===== src/rtl/car_park_pkg.sv =====
`default_nettype none
// ============================================================================
// Module      : car_park_pkg
// Description : Shared types and sensor codes for the car-park occupancy
//               counter: FSM state encoding and the {a,b} beam patterns.
// Revision    : 1.0 - initial release
// ============================================================================
package car_park_pkg;

  // Sequence tracker states; EN* walk the entry path, EX* the exit path.
  typedef enum logic [2:0] {
    IDLE  = 3'd0,
    EN1   = 3'd1,
    EN2   = 3'd2,
    EN3   = 3'd3,
    EX1   = 3'd4,
    EX2   = 3'd5,
    EX3   = 3'd6,
    FAULT = 3'd7
  } state_t;

  // Synchronised beam pattern {outer, inner}.
  localparam logic [1:0] AB_CLEAR = 2'b00;
  localparam logic [1:0] AB_OUTER = 2'b10;
  localparam logic [1:0] AB_BOTH  = 2'b11;
  localparam logic [1:0] AB_INNER = 2'b01;

endpackage
`default_nettype wire


===== src/rtl/sensor_sync.sv =====
`default_nettype none
// ============================================================================
// Module      : sensor_sync
// Description : Multi-flop synchroniser for asynchronous beam-sensor inputs.
//               Every stage clears on reset; latency is SYNC_STAGES cycles.
// Revision    : 1.0 - initial release
// ============================================================================
module sensor_sync #(
  parameter int SYNC_STAGES = 2,
  parameter int WIDTH       = 2
) (
  input  logic             clk,
  input  logic             reset,
  input  logic [WIDTH-1:0] din,
  output logic [WIDTH-1:0] dout
);

  logic [WIDTH-1:0] sync_q [SYNC_STAGES];
  logic [WIDTH-1:0] sync_d [SYNC_STAGES];

  // First stage captures the raw asynchronous input.
  assign sync_d[0] = din;

  // Remaining stages each take the previous stage's value.
  for (genvar i = 1; i < SYNC_STAGES; i++) begin : g_stage
    assign sync_d[i] = sync_q[i-1];
  end

  // Shift the chain; reset empties it so stale beam states are dropped.
  always_ff @(posedge clk) begin
    if (reset) begin
      sync_q <= '{default: '0};
    end else begin
      sync_q <= sync_d;
    end
  end

  assign dout = sync_q[SYNC_STAGES-1];

endmodule
`default_nettype wire


===== src/rtl/car_park_occupancy.sv =====
`default_nettype none
// ============================================================================
// Module      : car_park_occupancy
// Description : Decodes outer/inner beam sensors into entry/exit pulses and
//               keeps a saturating occupancy count with full/empty/fault
//               status and overflow/underflow pulses.
// Revision    : 1.0 - initial release
// ============================================================================
module car_park_occupancy
  import car_park_pkg::*;
#(
  parameter int COUNT_W     = 4,
  parameter int MAX_COUNT   = 15,
  parameter int SYNC_STAGES = 2
) (
  input  logic               clk,
  input  logic               reset,
  input  logic               a,
  input  logic               b,
  output logic               enter,
  output logic               exit,
  output logic [COUNT_W-1:0] count,
  output logic               full,
  output logic               empty,
  output logic               fault,
  output logic               ovf,
  output logic               unf
);

  localparam logic [COUNT_W-1:0] C_MAX = COUNT_W'(MAX_COUNT);

  logic [1:0]         ab;
  state_t             state_q, state_d;
  logic               enter_q, enter_d;
  logic               exit_q, exit_d;
  logic               ovf_q, ovf_d;
  logic               unf_q, unf_d;
  logic               fault_q, fault_d;
  logic [COUNT_W-1:0] count_q, count_d;

  sensor_sync #(
    .SYNC_STAGES (SYNC_STAGES),
    .WIDTH       (2)
  ) u_sensor_sync (
    .clk   (clk),
    .reset (reset),
    .din   ({a, b}),
    .dout  (ab)
  );

  // Register state, pulses, fault flag and count together so a pulse and
  // the count it caused become visible on the same cycle.
  always_ff @(posedge clk) begin
    if (reset) begin
      state_q <= IDLE;
      enter_q <= 1'b0;
      exit_q  <= 1'b0;
      ovf_q   <= 1'b0;
      unf_q   <= 1'b0;
      fault_q <= 1'b0;
      count_q <= '0;
    end else begin
      state_q <= state_d;
      enter_q <= enter_d;
      exit_q  <= exit_d;
      ovf_q   <= ovf_d;
      unf_q   <= unf_d;
      fault_q <= fault_d;
      count_q <= count_d;
    end
  end

  // Track the beam pattern along the entry (10,11,01,00) or exit
  // (01,11,10,00) path; any jump that skips a step is a fault.
  always_comb begin
    state_d = state_q;
    enter_d = 1'b0;
    exit_d  = 1'b0;
    case (state_q)
      IDLE: begin
        if (ab == AB_OUTER)      state_d = EN1;
        else if (ab == AB_INNER) state_d = EX1;
        else if (ab == AB_BOTH)  state_d = FAULT;
      end
      EN1: begin
        if (ab == AB_BOTH)       state_d = EN2;
        else if (ab == AB_CLEAR) state_d = IDLE;
        else if (ab == AB_INNER) state_d = FAULT;
      end
      EN2: begin
        if (ab == AB_INNER)      state_d = EN3;
        else if (ab == AB_OUTER) state_d = EN1;
        else if (ab == AB_CLEAR) state_d = FAULT;
      end
      EN3: begin
        if (ab == AB_BOTH)       state_d = EN2;
        else if (ab == AB_OUTER) state_d = FAULT;
        else if (ab == AB_CLEAR) begin
          state_d = IDLE;
          enter_d = 1'b1;
        end
      end
      EX1: begin
        if (ab == AB_BOTH)       state_d = EX2;
        else if (ab == AB_CLEAR) state_d = IDLE;
        else if (ab == AB_OUTER) state_d = FAULT;
      end
      EX2: begin
        if (ab == AB_OUTER)      state_d = EX3;
        else if (ab == AB_INNER) state_d = EX1;
        else if (ab == AB_CLEAR) state_d = FAULT;
      end
      EX3: begin
        if (ab == AB_BOTH)       state_d = EX2;
        else if (ab == AB_INNER) state_d = FAULT;
        else if (ab == AB_CLEAR) begin
          state_d = IDLE;
          exit_d  = 1'b1;
        end
      end
      FAULT: begin
        if (ab == AB_CLEAR)      state_d = IDLE;
      end
      default: state_d = IDLE;
    endcase
    fault_d = (state_d == FAULT);
  end

  // Saturating counter: pulses still fire at the limits, flagged by ovf/unf.
  always_comb begin
    count_d = count_q;
    ovf_d   = 1'b0;
    unf_d   = 1'b0;
    if (enter_d) begin
      if (count_q == C_MAX) ovf_d   = 1'b1;
      else                  count_d = count_q + COUNT_W'(1);
    end
    if (exit_d) begin
      if (count_q == '0)    unf_d   = 1'b1;
      else                  count_d = count_q - COUNT_W'(1);
    end
  end

  assign enter = enter_q;
  assign exit  = exit_q;
  assign ovf   = ovf_q;
  assign unf   = unf_q;
  assign fault = fault_q;
  assign count = count_q;
  assign full  = (count_q == C_MAX);
  assign empty = (count_q == '0);

endmodule
`default_nettype wire


===== config.mk =====
export PLATFORM = sky130hd
export DESIGN_NAME = car_park_occupancy
export DESIGN_NICKNAME = d
export VERILOG_FILES = /design/src/rtl/car_park_pkg.sv /design/src/rtl/sensor_sync.sv /design/src/rtl/car_park_occupancy.sv
export SDC_FILE = /design/constraint.sdc
export NUM_CORES = 1
export LEC_CHECK = 0
export ABC_AREA = 1
export BUFFER_PORTS_ARGS = -buffer_cell sky130_fd_sc_hd__buf_4
export CAP_MARGIN = 20
export CORE_AREA = 3 3 47 49
export DETAILED_ROUTE_END_ITERATION = 8
export DIE_AREA = 0 0 50 52
export GPL_TIMING_DRIVEN = 1
export PLACE_DENSITY = 0.66
export SLEW_MARGIN = 40
export SYNTH_ARGS = -nofsm -noshare
export SYNTH_HDL_FRONTEND = slang
export SYNTH_SLANG_ARGS = --single-unit

===== constraint.sdc =====
create_clock -name clk -period 1.55 [get_ports clk]
set_input_delay 0.155 -clock clk [delete_from_list [all_inputs] [get_ports clk]]
set_output_delay 0.155 -clock clk [all_outputs]
set_load 0.05 [all_outputs]

After elaboration in Yosys (flattened, before gate mapping)
Index checks and enable logic that the tools add are counted.
Storage, ports and cells
  bits of input ports: 4
  memory bits (read-only): 0
  output and inout bits: 11
  latch bits: 0
  bits in writable memories: 0
  word-level logic and storage cells: 63
  memories kept: 0
  register bits: 16
Cells by class
  divide/modulo/power cells: 0
  $mul: 0
  reductions and logical operators: 5
  shift operators: 0
  order comparisons: 0
  add/sub/neg operators: 2
  bitwise logic cells: 2
  mux-type cells: 33
  equality and inequality tests: 12
Operators by type and width (count)
  $mux 3: 19
  $pmux 3 s8: 1
  $mux 4: 4
  $eq 3x3->1 const B: 5
  $mux 1: 9
  $eq 3x2->1 const B: 2
  $add 4x1->4 const B: 1
  $eq 2x2->1 const B: 2
  $eq 4x4->1 const B: 1
  $logic_not 4->1: 1
  $reduce_or 2->1: 2
  $sub 4x1->4 const B: 1
  $eq 3x1->1 const B: 1
  $logic_not 3->1: 1
  $eq 2x1->1 const B: 1
  $logic_not 2->1: 1
  $not 1->1: 2

Longest topological paths before layout
  word-level depth: 8
  gate-level depth with buffers: 10
  mapped depth without buffers: 9

Hierarchy
From an unflattened synthesis, not the netlist that was laid out.
Unflattened totals
  cells, all modules: 143
  area total of the unflattened synthesis: 935.9 µm²
By module, submodules not included
  car_park_occupancy: seq. area each 240.2 µm², cells each 131, times used 1, area an instance 825.8 µm²
  sensor_sync: seq. area each 80.1 µm², cells each 12, times used 1, area an instance 110.1 µm²

Worst setup path after synthesis
No wires, ideal clock.
  path kind: reg2reg
  from: reg count_q[0] (netlist: count[0])
  to: reg count_q[3] (netlist: count[3])
  path buffers: 0
  data required time: 1.433 ns
  setup time: 0.117 ns
  setup slack: -0.062 ns
  arrival: 1.494 ns
  clock period less this slack: 1.612 ns
  cell stages (with the launch flop): 7
  cells stage by stage: dfxtp_1 -> inv_1 -> ha_1 -> nand3_1 -> nand2_2 -> o21ai_0 -> nor2_1
On the way
  longest elaborated chain between the ends: 5
  elaborated cells on any way between the ends: 8
  those cells by class: 2 x add/sub; 1 x eq/ne; 4 x mux; 1 x reduce/logical
Ends and longest elaborated chain
  start: declaration: RTL line car_park_occupancy.sv:39  | logic [COUNT_W-1:0] count_q, count_d;
  start signal: assignment: RTL line car_park_occupancy.sv:69  | count_q <= count_d;
  $add 4x1->4 or $eq 4x4->1 (tied branches): RTL line car_park_occupancy.sv:136, car_park_occupancy.sv:135
  $mux 4: RTL line car_park_occupancy.sv:135  | if (count_q == C_MAX) ovf_d = 1'b1;
  $mux 4: RTL line car_park_occupancy.sv:134  | if (enter_d) begin
  $mux 4: RTL line car_park_occupancy.sv:139  | if (count_q == '0) unf_d = 1'b1;
  $mux 4 *: RTL line car_park_occupancy.sv:138  | if (exit_d) begin
Every way passes the cells marked *; elsewhere a longest branch is shown, timed or not.
A chain may end at the register's enable or synchronous reset.

Worst setup path in the final report
  from: reg count_q[0] (netlist: count[0])
  to: out empty
On the way
  longest elaborated chain between the ends: 1
Ends and longest elaborated chain
  $logic_not 4->1: RTL line car_park_occupancy.sv:151  | assign empty = (count_q == '0);
  end: declaration: RTL line car_park_occupancy.sv:24  | output logic empty,
Every way passes these cells.

==> flow_metrics.tcl <==
set metrics [dict create \
    hold_buffers 0 \
    path_max_fanout 4 \
    rsz0062_at_grt "no" \
    cts_tree "yes" \
    final_layout_size_suffix_gt1_share_pct 25.69 \
    start_kind "flop" \
    overflow 0 \
    cts_setup_buffers 0 \
    dp_hpwl_um 1289 \
    cp_common_cell "inv_1" \
    cap_violations 0 \
    htree_levels 1 \
    avgRoutedWirePerCell_um 9.860 \
    core.rowCount 16 \
    most-common-layout-cells "nand2_1, nor2_1, dfxtp_1, inv_1, buf_4" \
    fill_cells 186 \
    status "completed" \
    grt_usage_pct 13.53 \
    clkLatencyLatePin_ns 0.28 \
    coreArea_um2 1902 \
    gp_congestion 0.9051 \
    ys_seq_area_share_pct 35.21 \
    initial_core_util_pct 47.83 \
    setup_violations 0 \
    route.detailed.drc 0 \
    p_leak_uw 0.0005036 \
    dp_slack_ns 0.2354 \
    syn_to_final_growth_pct 15.41 \
    antenna_cells 0 \
    syn-num-nets 137 \
    viasPerCell 4.860 \
    die_w_um 50 \
    hold_class "input pin to flop" \
    layout_commonest_cell "nand2_1" \
    drtAntennaViolNets 0 \
    io_pins 15 \
    timing.critical_path.cells "inv_1, ha_2, nand3_2, inv_1, buf_6" \
    synthCells 131 \
    first_pass_iters 4 \
    pwr_density_cell_nw_per_um2 1050 \
    crit_buf_inv 3 \
    finalHoldViolCount 0 \
    max_stage_delay_ns 0.35 \
    grt_antenna_before_repair 0 \
    cp_top_family "flip-flops" \
    cts.sinks 16 \
    relSlewSlack_pct 72.96 \
    setup_slack_ns 0.07054 \
    post-route-period-util_pct 95.45 \
    cts-root-buf "clkbuf_4" \
    clock_skew_ns 0.004208 \
    cp.arrival_ns 1.32 \
    io_buffers 14 \
    synth_cell_types 24 \
    die_h_um 52 \
    cts_resized 0 \
    cp_slowest_cell "dfxtp_2" \
    grt_pass1_wl_um 2780 \
    synthesis.area_um2 909.6 \
    finalCriticalPeriod_ns 1.479 \
    clkTransAtPathRegs_ns 0.09 \
    grt_max_degree 13 \
    max_freq_mhz 675.9 \
    final_cell_count_no_fill 171 \
    cp.required_ns 1.39 \
    total_power_uw 1103 \
    yosysWarnings 0 \
    wirelength_um 1686 \
    crit_type "flop to output pin" \
    grt_pass1_vias 691 \
    dpl.cell_count 167 \
    die_area_um2 2600 \
    cts.path.max_buffers 2 \
    critPathCaptureType "output pin" \
    syn_area_per_cell_um2 6.944 \
    slew_violations 0 \
    ir_drop_uv 578.0 \
    ys_ff_latch 16 \
    setup_tns_ns 0 \
    worstMarginPinSlew_ns 0.4050 \
    vias 831 \
    nNetsFinal 151 \
    drt_iter0_drc 12 \
    cts-buffers-inserted 3 \
]
power breakdown:
group | internal, µW | switching [µW] | total [µW]
sequential | 443 | 67.0 | 510
clock | 143 | 129 | 272
combinational | 115 | 206 | 321
path summary, 6_finish.rpt:
check | endpoint | slack (ns) | depth (start not counted) | startpoint
hold / removal | u_sensor_sync.sync_d[1]$_SDFF_PP0_ | 0.07 | 3 | a
setup / recovery | empty | 0.07 | 5 | count[0]$_SDFF_PP0_
setup reg to reg | count[2]$_SDFF_PP0_ | 0.23 | 7 | u_sensor_sync.dout[1]$_SDFF_PP0_
hold reg to reg | u_sensor_sync.dout[1]$_SDFF_PP0_ | 0.40 | 2 | u_sensor_sync.sync_d[1]$_SDFF_PP0_
synthesized netlist by cell type, drive strengths merged:
cell type	count	area share, %
a21oi	8	4.8
buf	5	5.4
clkinv	2	1.5
dfxtp	16	35
ha	2	2.8
inv	16	6.9
nand2	35	16
nand3	14	9.1
nand4	1	0.69
nor2	22	11
nor3	2	1.1
o21ai	6	3.3
xor2	2	1.9
flip-flops by register name (all words and copies together) (netlist names):
register / cells
count: 4
state_q: 3
u_sensor_sync.dout: 2
u_sensor_sync.sync_d: 2
enter: 1
exit: 1
fault: 1
ovf: 1
unf: 1
metrics by stage:
stage	hold slack, ns	instance area, µm²	utilization (%)
6_report	0.06925	1050	55.20
5_1_grt	0.08320	1050	55.20
4_1_cts	0.06623	1039	54.61
3_3_place_gp	0.3529	1002	52.70
2_1_floorplan	0.2283	912.1	-
3_5_place_dp	0.3648	1002	52.70
metal layers:
layer  global-route usage, %  vias to the layer above  part of all wire [%]
li1                        -                      438                     -
met1                   17.28                      366                    49
met3                   2.292                        5                   5.1
met2                   22.39                       22                    45
met5                       0                        -                     0
met4                   5.530                        0                   1.5
tightest hold or removal path, stage by stage:
cell	delay, ns
buf_4	0.08
inv_1	0.03
nor2_1	0.06
cells by family after synthesis:
group,share of synthesized area [%]
XOR/XNOR,1.926
AO/OA/AOI/OAI,8.114
flip-flops,35.21
AND/OR/NAND/NOR,38.24
adder cells (fa/ha/maj),2.751
buffers and inverters,13.76
layout make-up:
type | instances | area [µm²] | area share [%]
Sequential cell | 16 | 322.8 | 30.75
Timing Repair Buffer | 14 | 108.9 | 10.37
Inverter | 18 | 76.32 | 7.271
Tap cell | 27 | 33.78 | 3.218
Multi-Input combinational cell | 92 | 471.7 | 44.93
Clock buffer | 4 | 36.28 | 3.456
No activity file was read; power rests on OpenSTA's default activity.
